===== src/rtl/lookup_stage.sv =====
// ---------------------------------------------------------------------------
// lookup_stage
//
// One level of a binary search-tree lookup pipeline. Each stage reads one
// node from an attached synchronous node RAM and then decides the outcome:
//   - the lookup was already resolved upstream: pass it through unchanged,
//   - the node is invalid: the lookup resolves as a miss,
//   - the node is a leaf: the lookup resolves as a hit with the node result,
//   - the node is internal: pick the left child if key < threshold
//     (unsigned), otherwise the right child. A key equal to the threshold
//     goes right.
//
// Valid semantics: in_valid qualifies all in_* fields for one cycle and
// out_valid qualifies all out_* fields for one cycle. There is no ready
// signal and no backpressure. A lookup accepted in cycle N appears on the
// out_* ports in cycle N+2, and one lookup can be accepted every cycle.
// When out_valid is 0, the other out_* ports hold their previous values.
//
// Pipeline:
//   stage 1 - mem_addr = in_addr (combinational). The RAM returns the node
//             word one clock later. The lookup context (valid, key, done,
//             hit, result) is registered alongside that read.
//   stage 2 - decode mem_dout against the stage-1 context and register
//             every out_* port.
//
// Node word layout (LSB first):
//   threshold [KEY], left child [ADDR], right child [ADDR], result [RES],
//   leaf [1], node_valid [1]. Any bits above these are ignored.
//
// Optional feature: define LOOKUP_STAGE_STATS_EN to add the saturating
// 32-bit counters stat_lookups, stat_hits and stat_misses. The counters are
// cleared by rst.
//
// Ports:
//   clk, rst            clock; synchronous active-high reset
//   in_valid..in_result lookup from the previous stage
//   mem_addr            node RAM read address
//   mem_dout            node RAM read data, one clk after mem_addr
//   out_valid..out_result lookup to the next stage
//   stat_*              statistics (only with LOOKUP_STAGE_STATS_EN)
// ---------------------------------------------------------------------------
module lookup_stage #(
   parameter int KEY  = 32,
   parameter int ADDR = 10,
   parameter int DATA = 72,
   parameter int RES  = 16
) (
   input  logic            clk,
   input  logic            rst,

   input  logic            in_valid,
   input  logic [KEY-1:0]  in_key,
   input  logic [ADDR-1:0] in_addr,
   input  logic            in_done,
   input  logic            in_hit,
   input  logic [RES-1:0]  in_result,

   output logic [ADDR-1:0] mem_addr,
   input  logic [DATA-1:0] mem_dout,

`ifdef LOOKUP_STAGE_STATS_EN
   output logic [31:0]     stat_lookups,
   output logic [31:0]     stat_hits,
   output logic [31:0]     stat_misses,
`endif

   output logic            out_valid,
   output logic [KEY-1:0]  out_key,
   output logic [ADDR-1:0] out_addr,
   output logic            out_done,
   output logic            out_hit,
   output logic [RES-1:0]  out_result
);

   // Bit positions of the node word fields
   localparam int LEFT_LSB  = KEY;
   localparam int RIGHT_LSB = KEY + ADDR;
   localparam int RES_LSB   = KEY + 2*ADDR;
   localparam int LEAF_BIT  = RES_LSB + RES;
   localparam int NV_BIT    = LEAF_BIT + 1;
   localparam int NODE_W    = NV_BIT + 1;

   // ------------------------------------------------------------------
   // Stage 1: RAM read address and lookup context
   // ------------------------------------------------------------------
   // Purely combinational, so the address also follows in_addr during reset.
   assign mem_addr = in_addr;

   logic            s1_valid;
   logic [KEY-1:0]  s1_key;
   logic            s1_done;
   logic            s1_hit;
   logic [RES-1:0]  s1_result;

   always_ff @(posedge clk) begin
      if (rst) begin
         s1_valid  <= 1'b0;
         s1_key    <= '0;
         s1_done   <= 1'b0;
         s1_hit    <= 1'b0;
         s1_result <= '0;
      end else begin
         s1_valid  <= in_valid;
         s1_key    <= in_key;
         s1_done   <= in_done;
         s1_hit    <= in_hit;
         s1_result <= in_result;
      end
   end

   // ------------------------------------------------------------------
   // Node word decode
   // ------------------------------------------------------------------
   logic [KEY-1:0]  node_thr;
   logic [ADDR-1:0] node_left;
   logic [ADDR-1:0] node_right;
   logic [RES-1:0]  node_result;
   logic            node_leaf;
   logic            node_nv;

   assign node_thr    = mem_dout[KEY-1:0];
   assign node_left   = mem_dout[LEFT_LSB  +: ADDR];
   assign node_right  = mem_dout[RIGHT_LSB +: ADDR];
   assign node_result = mem_dout[RES_LSB   +: RES];
   assign node_leaf   = mem_dout[LEAF_BIT];
   assign node_nv     = mem_dout[NV_BIT];

   // Spare upper bits of the node word are deliberately ignored.
   generate
      if (DATA > NODE_W) begin : g_spare
         logic unused_spare;
         assign unused_spare = ^mem_dout[DATA-1:NODE_W];
      end
   endgenerate

   // ------------------------------------------------------------------
   // Stage 2: resolve the lookup against the node
   // ------------------------------------------------------------------
   logic [KEY-1:0]  nxt_key;
   logic [ADDR-1:0] nxt_addr;
   logic            nxt_done;
   logic            nxt_hit;
   logic [RES-1:0]  nxt_result;

   always_comb begin
      // Default: already resolved upstream. Pass the lookup through and
      // ignore the node word.
      nxt_key    = s1_key;
      nxt_addr   = '0;
      nxt_done   = s1_done;
      nxt_hit    = s1_hit;
      nxt_result = s1_result;

      if (!s1_done) begin
         if (!node_nv) begin
            // Walked onto an empty node: resolved miss
            nxt_done   = 1'b1;
            nxt_hit    = 1'b0;
            nxt_result = '0;
         end else if (node_leaf) begin
            nxt_done   = 1'b1;
            nxt_hit    = 1'b1;
            nxt_result = node_result;
         end else begin
            nxt_done   = 1'b0;
            nxt_hit    = 1'b0;
            nxt_result = '0;
            // Unsigned compare; equality goes right
            nxt_addr   = (s1_key < node_thr) ? node_left : node_right;
         end
      end
   end

   always_ff @(posedge clk) begin
      if (rst) begin
         out_valid  <= 1'b0;
         out_key    <= '0;
         out_addr   <= '0;
         out_done   <= 1'b0;
         out_hit    <= 1'b0;
         out_result <= '0;
      end else begin
         out_valid <= s1_valid;
         // Data ports only move for a real lookup so that idle cycles leave
         // a deterministic, held value on the bus.
         if (s1_valid) begin
            out_key    <= nxt_key;
            out_addr   <= nxt_addr;
            out_done   <= nxt_done;
            out_hit    <= nxt_hit;
            out_result <= nxt_result;
         end
      end
   end

`ifdef LOOKUP_STAGE_STATS_EN
   // ------------------------------------------------------------------
   // Statistics. Hits and misses count only lookups that this stage
   // resolves, not pass-throughs that were resolved upstream.
   // ------------------------------------------------------------------
   logic new_hit;
   logic new_miss;

   assign new_hit  = s1_valid && !s1_done &&  node_nv && node_leaf;
   assign new_miss = s1_valid && !s1_done && !node_nv;

   always_ff @(posedge clk) begin
      if (rst) begin
         stat_lookups <= '0;
         stat_hits    <= '0;
         stat_misses  <= '0;
      end else begin
         if (s1_valid && (stat_lookups != 32'hFFFF_FFFF))
            stat_lookups <= stat_lookups + 32'd1;
         if (new_hit && (stat_hits != 32'hFFFF_FFFF))
            stat_hits <= stat_hits + 32'd1;
         if (new_miss && (stat_misses != 32'hFFFF_FFFF))
            stat_misses <= stat_misses + 32'd1;
      end
   end
`endif

endmodule


===== config.mk =====
export PLATFORM = sky130hd
export DESIGN_NAME = lookup_stage
export DESIGN_NICKNAME = d
export VERILOG_FILES = /design/src/rtl/lookup_stage.sv
export SDC_FILE = /design/constraint.sdc
export NUM_CORES = 1
export LEC_CHECK = 0
export BUFFER_PORTS_ARGS = -buffer_cell sky130_fd_sc_hd__buf_2
export CAP_MARGIN = 20
export CORE_ASPECT_RATIO = 1.1
export CORE_MARGIN = 4
export CORE_UTILIZATION = 42
export CTS_CLUSTER_SIZE = 24
export DETAILED_ROUTE_END_ITERATION = 10
export HOLD_SLACK_MARGIN = 0.12
export PLACE_DENSITY = 0.79
export SYNTH_ARGS = -nofsm -noshare
export SYNTH_HDL_FRONTEND = slang
export SYNTH_SLANG_ARGS = --single-unit
export TNS_END_PERCENT = 50

===== constraint.sdc =====
create_clock -name clk -period 2.3 [get_ports clk]
set_input_delay 0.345 -clock clk [delete_from_list [all_inputs] [get_ports clk]]
set_output_delay 0.345 -clock clk [all_outputs]
set_load 0.02 [all_outputs]

==> flow_summary.toml <==
[drt]
viasPerCell = 4.852
detail_route.wl_per_cell_um = 14.73
vias = 3848
dr.first_iter.drc_count = 135
number_of_drc_violations_after_detailed_routing = 0
route.final.wire_length_um = 11680
dr.pass1.iters = 5
ant_nets = 0

[sta]
grt_setup_unrepaired = "yes"
layout_worst_path_cycle_share = 0.9867
timing.final.hold_violations = 0
setup-violations-final = 0
timing_max_transition_violations_final = 0
worst_slew_margin_rel = 0.4206
period_needed_ns = 2.269
post_layout_worst_setup_margin_ns = 0.03066
fmaxAchievable_mhz = 440.7
worst_slew_pin_slew_ns = 0.8691
timing.clock.skew_ns = 0.006492

[clock_network]
tritoncts.num_buffers = 9
clk_pin_slew_worst_paths_ns = 0.07
tritoncts_sink_count = 112
clock_path_buffers = 2
skew_pair_late_insertion_delay_ns = 0.34
tritoncts = "built"
htreeDepth = 3
hold_buffers = 0
root_buffer = "sky130_fd_sc_hd__clkbuf_16"

[critical_path]
setup.worst_path.class = "flop to flop"
timing.critical_path.arrival_ns = 2.50
worstPathCellList = "ha_4 > nand4_1 > nor4_2 > a32oi_2 > a2111oi_4 > buf_4 > nor3_1 > a311o_1"
timing.rr.end = "out_addr[5]"
setup.worst_path.start = "nxt_key[10]"
setup.worst_path.end = "out_addr[5]"
startpoint_type = "flop"
worst-r2r-setup-slack_ns = 0.03
worst_ep_required_time_ns = 2.53
ff2ff_path_depth = 8
crit_path_max_incr_delay_ns = 0.40
cp_max_fo = 5
worstReg2RegStart = "nxt_key[10]"
setup.worst_path.end_class = "flop"
slowest_stage = "sky130_fd_sc_hd__a2111oi_4"

[logic_synthesis]
prevailing_post_synth_register_cell = "sky130_fd_sc_hd__dfxtp_1"
yosys_warnings = 0
mappedNetlistArea_um2 = 4619
synth.ff_latch_count = 112
synth_top_cell_area_share = 0.4854
synth-async-reset-ratio = 0
synth-edff-count = 0
mappedNetlistNets = 640
syn_area_per_cell_um2 = 9.746
synth.distinct_cells = 38
synthesis.instances = 474
synth-seq-area-share = 0.4854
netlist.top_cell.by_area = "sky130_fd_sc_hd__dfxtp_1"
synth_top_cells_by_area = "sky130_fd_sc_hd__dfxtp_1 49%, sky130_fd_sc_hd__ha_1 8.4%, sky130_fd_sc_hd__nor2b_1 7.2%"

[finish]
highest_count_cells_in_the_layout_ignoring_fill_and_taps = "182 x sky130_fd_sc_hd__buf_2, 108 x sky130_fd_sc_hd__dfxtp_1, 54 x sky130_fd_sc_hd__nor2_1, 53 x sky130_fd_sc_hd__nor2b_1"
area_growth_pct = 31.20
layout.cells.most_common = "sky130_fd_sc_hd__buf_2"
finish.net_count = 810
layout-drive-gt1-share = 0.3621
final_core_util = 0.5724
final_cell_count_no_fill = 793
multi_input_area_um2 = 2157
layout_filler_cell_count = 914
regArea_um2 = 2250

[power]
p_leak_nw = 2.931
power_density_nw_per_um2 = 704.7
vdd_drop_max_mv = 0.4532

[placement]
preCtsSetupSlack_ns = -0.3891
port_buffers = 183
dp_hpwl_um = 8629
gp_congestion = 0.7658
dp_cells = 774

[die]
fp.dieArea_um2 = 12740
start_util = 0.4363
core_um2 = 10590
die_w_um = 108.0
floorplan.io_pins = 206
row_count = 39
die_height_um = 118.0

[global_routing]
grtUsageTotal = 0.1816
grt_pass1_vias = 3921
grt_max_degree = 87
grt_first_pass_wirelength_um = 18850
antenna_found_initial = 1
globalRouteOverflowTotal = 0

[job]
max_cap_violations = 0

[status]
result_of_the_run = "finished, final reports clean"

[worst_hold_path]
timing.hold.worst.class = "input port to flop"
-- synth_stat cells (4+ instances only) --
library cell and instances:
sky130_fd_sc_hd__buf_4 11, sky130_fd_sc_hd__and2_1 7, sky130_fd_sc_hd__dfxtp_1 112, sky130_fd_sc_hd__buf_1 4
sky130_fd_sc_hd__nor2_1 54, sky130_fd_sc_hd__ha_1 31, sky130_fd_sc_hd__a21oi_1 12, sky130_fd_sc_hd__nor3_1 7
sky130_fd_sc_hd__inv_1 32, sky130_fd_sc_hd__clkbuf_1 21, sky130_fd_sc_hd__nand2_1 21, sky130_fd_sc_hd__a311o_1 7
sky130_fd_sc_hd__a211oi_1 18, sky130_fd_sc_hd__nor2b_1 53, sky130_fd_sc_hd__mux2i_1 32, sky130_fd_sc_hd__o211ai_1 6
sky130_fd_sc_hd__a22oi_1 16, sky130_fd_sc_hd__o21ai_0 5
-- per-layer routing --
layer	GRT usage	vias to the layer above	wire length, um
li1	-	1939	-
met1	0.2139	1773	4657
met2	0.3180	116	6010
met3	0.04388	20	775
met4	0.06235	0	235
met5	0	-	0
-- state kept, by name, indices dropped and copies added, names as in the netlist --
signal,cells
out_done,1
out_hit,1
s1_result,16
nxt_key,32
s1_hit,1
out_key,32
s1_done,1
out_valid,1
out_result,16
s1_valid,1
out_addr,10
-- worst max-delay path: cells and delay by family (launching register included) --
kind,cells,cell delay (ns)
simple gates,3,0.50
fa+ha+maj,1,0.26
buf+inv,1,0.22
flops,1,0.34
compound gates,3,0.83
-- stage by stage --
step	setup TNS (ns)	instance area [um2]	power, W	hold slack (ns)
global placement	-2.688	5635	0.002629	0.4461
CTS	0	6045	0.004310	0.1953
global route	-0.9049	6061	0.004471	0.2078
detailed placement	-3.668	5635	0.002648	0.4651
finish	0	6061	0.004271	0.2076
floorplan	0	4619	0.002445	0.4236
-- cells by family after synthesis --
group	Yosys count	share of synthesized area
flip-flops	112	0.4854
AO/OA/AOI/OAI	74	0.1170
adder cells (fa/ha/maj)	31	0.08396
buffers and inverters	70	0.06826
multiplexers	32	0.06934
AND/OR/NAND/NOR	155	0.1761
-- worst min-delay path by stage --
stage                   end         start  depth (start not counted)
2_1_floorplan     out_valid           rst                          1
6_report       s1_result[0]  in_result[0]                          2
5_1_grt          nxt_key[9]     in_key[9]                          2
3_3_place_gp    out_addr[2]   out_addr[2]                          2
4_1_cts        s1_result[0]  in_result[0]                          2
3_5_place_dp    out_addr[1]   out_addr[1]                          2
-- power breakdown --
group | internal (W) | switching, W
Clock | 0.000925 | 0.000728
Sequential | 0.00203 | 0.0000476
Combinational | 0.000253 | 0.000290
Total | 0.00321 | 0.00107
-- what timing repair did --
item | in CTS | in global routing
endpoints found under the setup margin | 10 | 10
cloned | 1 | 0
buffers inserted | 1 | 0
gates resized for setup | 14 | 3
pin swaps | 7 | 2
-- cell type report --
class	instances	area share
clock inverter	6	0.01239
timing repair buffer	197	0.1695
sequential	112	0.3712
tap	143	0.02952
clock buffer	10	0.04129
inverter	32	0.01982
antenna	1	0.0004129
multi-input combinational	292	0.3559
(Power assumes the default switching activity.)
